$ cat src/rtl/udp_wide_unpack_if.sv
// Beat-in / frame-out handshake bundle for udp_wide_unpack.
// slave is the unpacker's view; master is the producer/consumer side.
interface udp_wide_unpack_if #(
  parameter int unsigned BEAT_W = 8,
  parameter int unsigned NBEATS = 16
);
  logic                       in_valid;
  logic                       in_ready;
  logic [BEAT_W-1:0]          in_data;
  logic                       in_last;
  logic                       out_valid;
  logic                       out_ready;
  logic [BEAT_W*NBEATS-1:0]   out_vec;
  logic [3:0]                 out_m;
  logic [3:0]                 out_sm;
  logic [9:0]                 out_r;
  logic [9:0]                 out_sr;
  logic                       err_len;
  logic                       err_chk;

  modport slave (
    input  in_valid, in_data, in_last, out_ready,
    output in_ready, out_valid, out_vec, out_m, out_sm, out_r, out_sr, err_len, err_chk
  );

  modport master (
    output in_valid, in_data, in_last, out_ready,
    input  in_ready, out_valid, out_vec, out_m, out_sm, out_r, out_sr, err_len, err_chk
  );
endinterface

$ cat src/rtl/udp_wide_unpack.sv
// Reassembles a 128-bit result vector from 8-bit beats, decodes the packed gate-result
// field, flags length/consistency errors and keeps saturating frame/error counters.
module udp_wide_unpack #(
  parameter int unsigned BEAT_W = 8,
  parameter int unsigned NBEATS = 16
) (
  input  logic                clk,
  input  logic                rst,
  udp_wide_unpack_if.slave    bus,
  output logic [15:0]         frame_cnt,
  output logic [15:0]         err_cnt
);
  localparam int unsigned VecW = BEAT_W * NBEATS;
  localparam int unsigned IdxW = $clog2(NBEATS);
  localparam logic [IdxW-1:0] LastIdx = IdxW'(NBEATS - 1);

  typedef enum logic {StCollect, StHold} state_e;

  state_e            state_q, state_d;
  logic [IdxW-1:0]   idx_q, idx_d;
  logic [VecW-1:0]   asm_q, asm_d;
  logic [VecW-1:0]   vec_q, vec_d;
  logic              err_len_q, err_len_d;
  logic              err_chk_q, err_chk_d;
  logic [15:0]       frame_cnt_q, frame_cnt_d;
  logic [15:0]       err_cnt_q, err_cnt_d;
  logic [VecW-1:0]   merged;

  always_comb begin
    state_d     = state_q;
    idx_d       = idx_q;
    asm_d       = asm_q;
    vec_d       = vec_q;
    err_len_d   = err_len_q;
    err_chk_d   = err_chk_q;
    frame_cnt_d = frame_cnt_q;
    err_cnt_d   = err_cnt_q;
    merged      = asm_q;
    merged[idx_q*BEAT_W +: BEAT_W] = bus.in_data;

    unique case (state_q)
      StCollect: begin
        if (bus.in_valid) begin
          asm_d = merged;
          idx_d = idx_q + IdxW'(1);
          if (bus.in_last || idx_q == LastIdx) begin
            state_d   = StHold;
            vec_d     = merged;
            // Only a last flag landing exactly on the final beat is a clean length.
            err_len_d = !(bus.in_last && idx_q == LastIdx);
            err_chk_d = (|merged[VecW-1:28]) || (merged[27] != merged[19])
                        || (merged[19] != merged[9]);
          end
        end
      end
      StHold: begin
        if (bus.out_ready) begin
          state_d     = StCollect;
          idx_d       = '0;
          asm_d       = '0;
          err_len_d   = 1'b0;
          err_chk_d   = 1'b0;
          frame_cnt_d = (frame_cnt_q == 16'hFFFF) ? frame_cnt_q : frame_cnt_q + 16'd1;
          if (err_len_q || err_chk_q) begin
            err_cnt_d = (err_cnt_q == 16'hFFFF) ? err_cnt_q : err_cnt_q + 16'd1;
          end
        end
      end
      default: state_d = StCollect;
    endcase
  end

  always_ff @(posedge clk) begin
    if (rst) begin
      state_q     <= StCollect;
      idx_q       <= '0;
      asm_q       <= '0;
      vec_q       <= '0;
      err_len_q   <= 1'b0;
      err_chk_q   <= 1'b0;
      frame_cnt_q <= '0;
      err_cnt_q   <= '0;
    end else begin
      state_q     <= state_d;
      idx_q       <= idx_d;
      asm_q       <= asm_d;
      vec_q       <= vec_d;
      err_len_q   <= err_len_d;
      err_chk_q   <= err_chk_d;
      frame_cnt_q <= frame_cnt_d;
      err_cnt_q   <= err_cnt_d;
    end
  end

  assign bus.in_ready  = (state_q == StCollect);
  assign bus.out_valid = (state_q == StHold);
  assign bus.out_vec   = vec_q;
  assign bus.out_m     = vec_q[27:24];
  assign bus.out_sm    = vec_q[23:20];
  assign bus.out_r     = vec_q[19:10];
  assign bus.out_sr    = vec_q[9:0];
  assign bus.err_len   = bus.out_valid & err_len_q;
  assign bus.err_chk   = bus.out_valid & err_chk_q;
  assign frame_cnt     = frame_cnt_q;
  assign err_cnt       = err_cnt_q;
endmodule

$ cat src/flat_wrapper.sv
// flat-port wrapper written by rule: the top's interface ports become plain ports
module udp_wide_unpack_flat 
#(
  parameter int unsigned BEAT_W = 8,
  parameter int unsigned NBEATS = 16
)
  (clk, rst, frame_cnt, err_cnt, bus_in_valid, bus_in_data, bus_in_last, bus_out_ready, bus_in_ready, bus_out_valid, bus_out_vec, bus_out_m, bus_out_sm, bus_out_r, bus_out_sr, bus_err_len, bus_err_chk);
  udp_wide_unpack_if #(.BEAT_W(BEAT_W), .NBEATS(NBEATS)) bus_i ();
  input  logic clk;
  input  logic rst;
  output logic [15:0] frame_cnt;
  output logic [15:0] err_cnt;
  input wire logic [$bits(bus_i.in_valid)-1:0] bus_in_valid;
  input wire logic [$bits(bus_i.in_data)-1:0] bus_in_data;
  input wire logic [$bits(bus_i.in_last)-1:0] bus_in_last;
  input wire logic [$bits(bus_i.out_ready)-1:0] bus_out_ready;
  output wire logic [$bits(bus_i.in_ready)-1:0] bus_in_ready;
  output wire logic [$bits(bus_i.out_valid)-1:0] bus_out_valid;
  output wire logic [$bits(bus_i.out_vec)-1:0] bus_out_vec;
  output wire logic [$bits(bus_i.out_m)-1:0] bus_out_m;
  output wire logic [$bits(bus_i.out_sm)-1:0] bus_out_sm;
  output wire logic [$bits(bus_i.out_r)-1:0] bus_out_r;
  output wire logic [$bits(bus_i.out_sr)-1:0] bus_out_sr;
  output wire logic [$bits(bus_i.err_len)-1:0] bus_err_len;
  output wire logic [$bits(bus_i.err_chk)-1:0] bus_err_chk;
  assign bus_i.in_valid = bus_in_valid;
  assign bus_i.in_data = bus_in_data;
  assign bus_i.in_last = bus_in_last;
  assign bus_i.out_ready = bus_out_ready;
  assign bus_in_ready = bus_i.in_ready;
  assign bus_out_valid = bus_i.out_valid;
  assign bus_out_vec = bus_i.out_vec;
  assign bus_out_m = bus_i.out_m;
  assign bus_out_sm = bus_i.out_sm;
  assign bus_out_r = bus_i.out_r;
  assign bus_out_sr = bus_i.out_sr;
  assign bus_err_len = bus_i.err_len;
  assign bus_err_chk = bus_i.err_chk;
  udp_wide_unpack #(.BEAT_W(BEAT_W), .NBEATS(NBEATS)) u_core (.clk(clk), .rst(rst), .bus(bus_i), .frame_cnt(frame_cnt), .err_cnt(err_cnt));
endmodule
$ cat config.mk
export PLATFORM = sky130hd
export DESIGN_NAME = udp_wide_unpack_flat
export DESIGN_NICKNAME = d
export VERILOG_FILES = /design/src/rtl/udp_wide_unpack_if.sv /design/src/rtl/udp_wide_unpack.sv /design/src/flat_wrapper.sv
export SDC_FILE = /design/constraint.sdc
export NUM_CORES = 1
export LEC_CHECK = 0
export ABC_AREA = 0
export CAP_MARGIN = 40
export CELL_PAD_IN_SITES_DETAIL_PLACEMENT = 0
export CELL_PAD_IN_SITES_GLOBAL_PLACEMENT = 2
export CORE_AREA = 3 3 215 217
export CTS_BUF_LIST = sky130_fd_sc_hd__clkbuf_8
export DETAILED_ROUTE_END_ITERATION = 8
export DIE_AREA = 0 0 218 220
export GPL_ROUTABILITY_DRIVEN = 0
export GPL_TIMING_DRIVEN = 0
export PLACE_DENSITY_LB_ADDON = 0.1
export REMOVE_ABC_BUFFERS = 1
export SETUP_SLACK_MARGIN = 0.1
export SLEW_MARGIN = 5
export SYNTH_ARGS = -nofsm -noshare
export SYNTH_HDL_FRONTEND = slang
export SYNTH_SLANG_ARGS = --single-unit
$ cat constraint.sdc
create_clock -name clk -period 3.38 [get_ports clk]
set_input_delay 0.676 -clock clk [delete_from_list [all_inputs] [get_ports clk]]
set_output_delay 0.676 -clock clk [all_outputs]
set_load 0.01 [all_outputs]
==> qor.yml <==
drive_gt1_frac: 0.09879
hold_viol: 0
reg2reg_slack_ns: 0.22
cp-startpoint: "u_core.idx_q[0]$_SDFFE_PP0P_"
wire_per_inst_um: 19.39
power_density_mw_per_mm2: 464.1
row_count: 77
start_util: 0.3006
syn_inst: 1559
drv_cap: 0
yosys.area.top_type: "dfxtp_1"
power_mw: 7.963
clock_latency_ns: 0.63
io-pin-count: 205
place_area_mm2: 0.01584
synth_seq_cells: 295
post-route-period-util: 0.9335
dp_hpwl_mm: 30.01
clockRootBuffer: "clkbuf_8"
synth_edf_count: 0
peakVddDrop_mv: 0.2321
ant_nets: 0
antenna_cells: 0
overflow: 0
die_w_um: 218
avgSynthCellArea_um2: 8.547
port_buffers: 204
worstSetupEndpoint: "u_core.err_chk_q$_SDFFE_PP0P_"
clkSinkCount: 295
syn_area_mm2: 0.01332
ys_seq_area_frac: 0.4432
vias: 11620
critPathMaxFanout: 18
power_leakage_nw: 6.237
htreeDepth: 2
antenna_found_initial: 0
startpoint_type: "flop"
setup_tns_ns: 0
dpl.cell_count: 2224
fillers: 4582
worstMarginPinSlew_ns: 0.9367
grt_first_pass_wirelength_mm: 69.32
status: "complete, no violations"
ff2ff_path_depth: 11
wl_mm: 45.24
fp.dieH_um: 220
endpoint_kind: "flop"
async_flop_share: 0
final_area_mm2: 0.01716
cts_tree: "done"
core_area_mm2: 0.04432
drv_slew: 0
cp_data_arrival_time_ns: 3.66
drt-initial-drc-count: 635
met2_length_mm: 21.66
synth_cell_type_count: 70
hp-class: "input pin to flop"
drc: 0
setup_violations: 0
synth_top_area_frac: 0.4432
crit_required_ns: 3.88
yosysMostFrequentCell: "nor2_1"
regArea_mm2: 0.005913
grt_pass1_vias: 11500
grt_max_degree: 132
yosys-top-cells-area: "dfxtp_1 (44%), nor2_1 (9.5%), mux2i_1 (8.3%)"
cts_made_buffers: 55
synth_commonest_cells: "nor2_1 (336), dfxtp_1 (295), a211oi_1 (123)"
rsz0062_at_grt: "false"
multiInputGateArea_mm2: 0.006853
drt-met1-wl_mm: 20.92
r2r-start: "u_core.idx_q[0]$_SDFFE_PP0P_"
synthToLayoutAreaGrowth_pct: 28.78
yosysWarnings: 0
fin_crit_ns: 3.155
clock-skew-final_ns: 0.02235
stdcell_count: 2333
ys.flop_type: "dfxtp_1"
vias_per_cell: 4.982
ctsHoldBuffers: 0
top_layer_used: "met4"
max-slew-margin-rel: 0.3736
nets: 1721
worstSetupPathType: "flop to flop"
die-area_mm2: 0.04796
track_usage: 0.1843
timing.fmax_mhz: 316.9
dr_wl_met3_mm: 1.718
reg2reg_to: "u_core.err_chk_q$_SDFFE_PP0P_"
cts.clk_slew.worst_paths_ns: 0.06
drt_pass1_iterations: 5
cts_buffer_depth: 3
==> area by class of cell <==
class | instances | area share
Multi-Input combinational cell | 1099 | 0.3994
Sequential cell | 295 | 0.3446
Timing Repair Buffer | 245 | 0.1500
Inverter | 7 | 0.001531
Tap cell | 592 | 0.04317
Clock inverter | 26 | 0.005979
Clock buffer | 69 | 0.05534
==> how the worst min path moves through the flow <==
| stage | from | end | slack, ns | cells past startpoint |
|---|---|---|---|---|
| 6_report | rst | u_core.frame_cnt[15]$_SDFFE_PP0P_ | 0.41 | 2 |
| 5_1_grt | rst | u_core.frame_cnt[1]$_SDFFE_PP0P_ | 0.40 | 2 |
| 4_1_cts | rst | u_core.frame_cnt[6]$_SDFFE_PP0P_ | 0.36 | 2 |
| 3_5_place_dp | u_core.asm_q[8]$_SDFFE_PP0P_ | u_core.asm_q[8]$_SDFFE_PP0P_ | 0.46 | 2 |
| 3_3_place_gp | u_core.asm_q[11]$_SDFFE_PP0P_ | u_core.asm_q[11]$_SDFFE_PP0P_ | 0.45 | 2 |
| 2_1_floorplan | u_core.asm_q[30]$_SDFFE_PP0P_ | u_core.asm_q[30]$_SDFFE_PP0P_ | 0.44 | 2 |
==> placed cells by master, fill, tap and decap left out, types with 11 or more instances in the layout <==
master           netlist  routed
a211oi_1             123     122
mux2i_1              110     107
nor2_1               336     333
buf_4                 31      19
clkdlybuf4s50_1        0     203
nand2_1               87      85
dfxtp_1              295     291
clkbuf_8               0      69
nor3_1                19      17
a2bb2oi_1             11      11
o21ai_0               23      22
a21oi_1               80      78
and3_1                23      23
nand3_1               46      43
and2_1                16      15
inv_1                  7      31
xor2_1                15      15
nand4_1               15      15
a22oi_1               67      67
==> cells by family (layout without fill, tap and decap cells) <==
| group | count (synthesis) | count (layout) | synth area share |
|---|---|---|---|
| flops | 295 | 295 | 0.4432 |
| buf+inv | 165 | 347 | 0.05954 |
| simple gates | 609 | 609 | 0.2094 |
| xor+xnor | 26 | 26 | 0.01991 |
| fa+ha+maj | 5 | 5 | 0.004695 |
| mux | 111 | 111 | 0.08348 |
| compound gates | 348 | 348 | 0.1797 |
==> stage by stage <==
stage	worst slack [ns]	hold WS [ns]	utilization
floorplan	-2.929	0.4384	-
global placement	-7.531	0.4532	0.3461
detailed placement	-0.8419	0.4601	0.3575
CTS	0.1310	0.3630	0.3843
global route	0.1000	0.3959	0.3872
finish	0.2247	0.4125	0.3872
==> repair_timing <==
action,CTS,global route
buffers inserted,6,8
hold endpoints to repair,0,0
gates resized for setup,25,13
pin swaps,3,3
setup endpoints to repair,87,1
==> flip-flops by register name, summed over array words and instances, names as in the netlist <==
| name | count |
|---|---|
| u_core.idx_q | 4 |
| u_core.err_cnt | 16 |
| u_core.err_len_q | 1 |
| u_core.asm_q | 128 |
| u_core.bus.out_vec | 128 |
| u_core.err_chk_q | 1 |
| u_core.bus.out_valid | 1 |
| u_core.frame_cnt | 16 |
==> routing by layer <==
layer	track usage	vias up
met5	0	-
met4	0.05458	0
met3	0.03061	58
met2	0.3086	221
met1	0.2442	5537
li1	-	5808
==> critical path, stage by stage, from the launching register on <==
cell	delay, ns
dfxtp_4	0.43
buf_8	0.20
inv_1	0.09
ha_4	0.23
or2_0	0.26
o21ai_4	0.24
nand3_2	0.15
buf_8	0.19
mux2i_1	0.19
or4_4	0.52
nor4_2	0.39
a31oi_1	0.13
==> power breakdown <==
part	total (mW)	switching, mW	internal, mW
Sequential	3.66	0.0754	3.59
Combinational	0.968	0.560	0.408
Clock	3.33	1.52	1.81
Power figures use the tool's default switching activity.
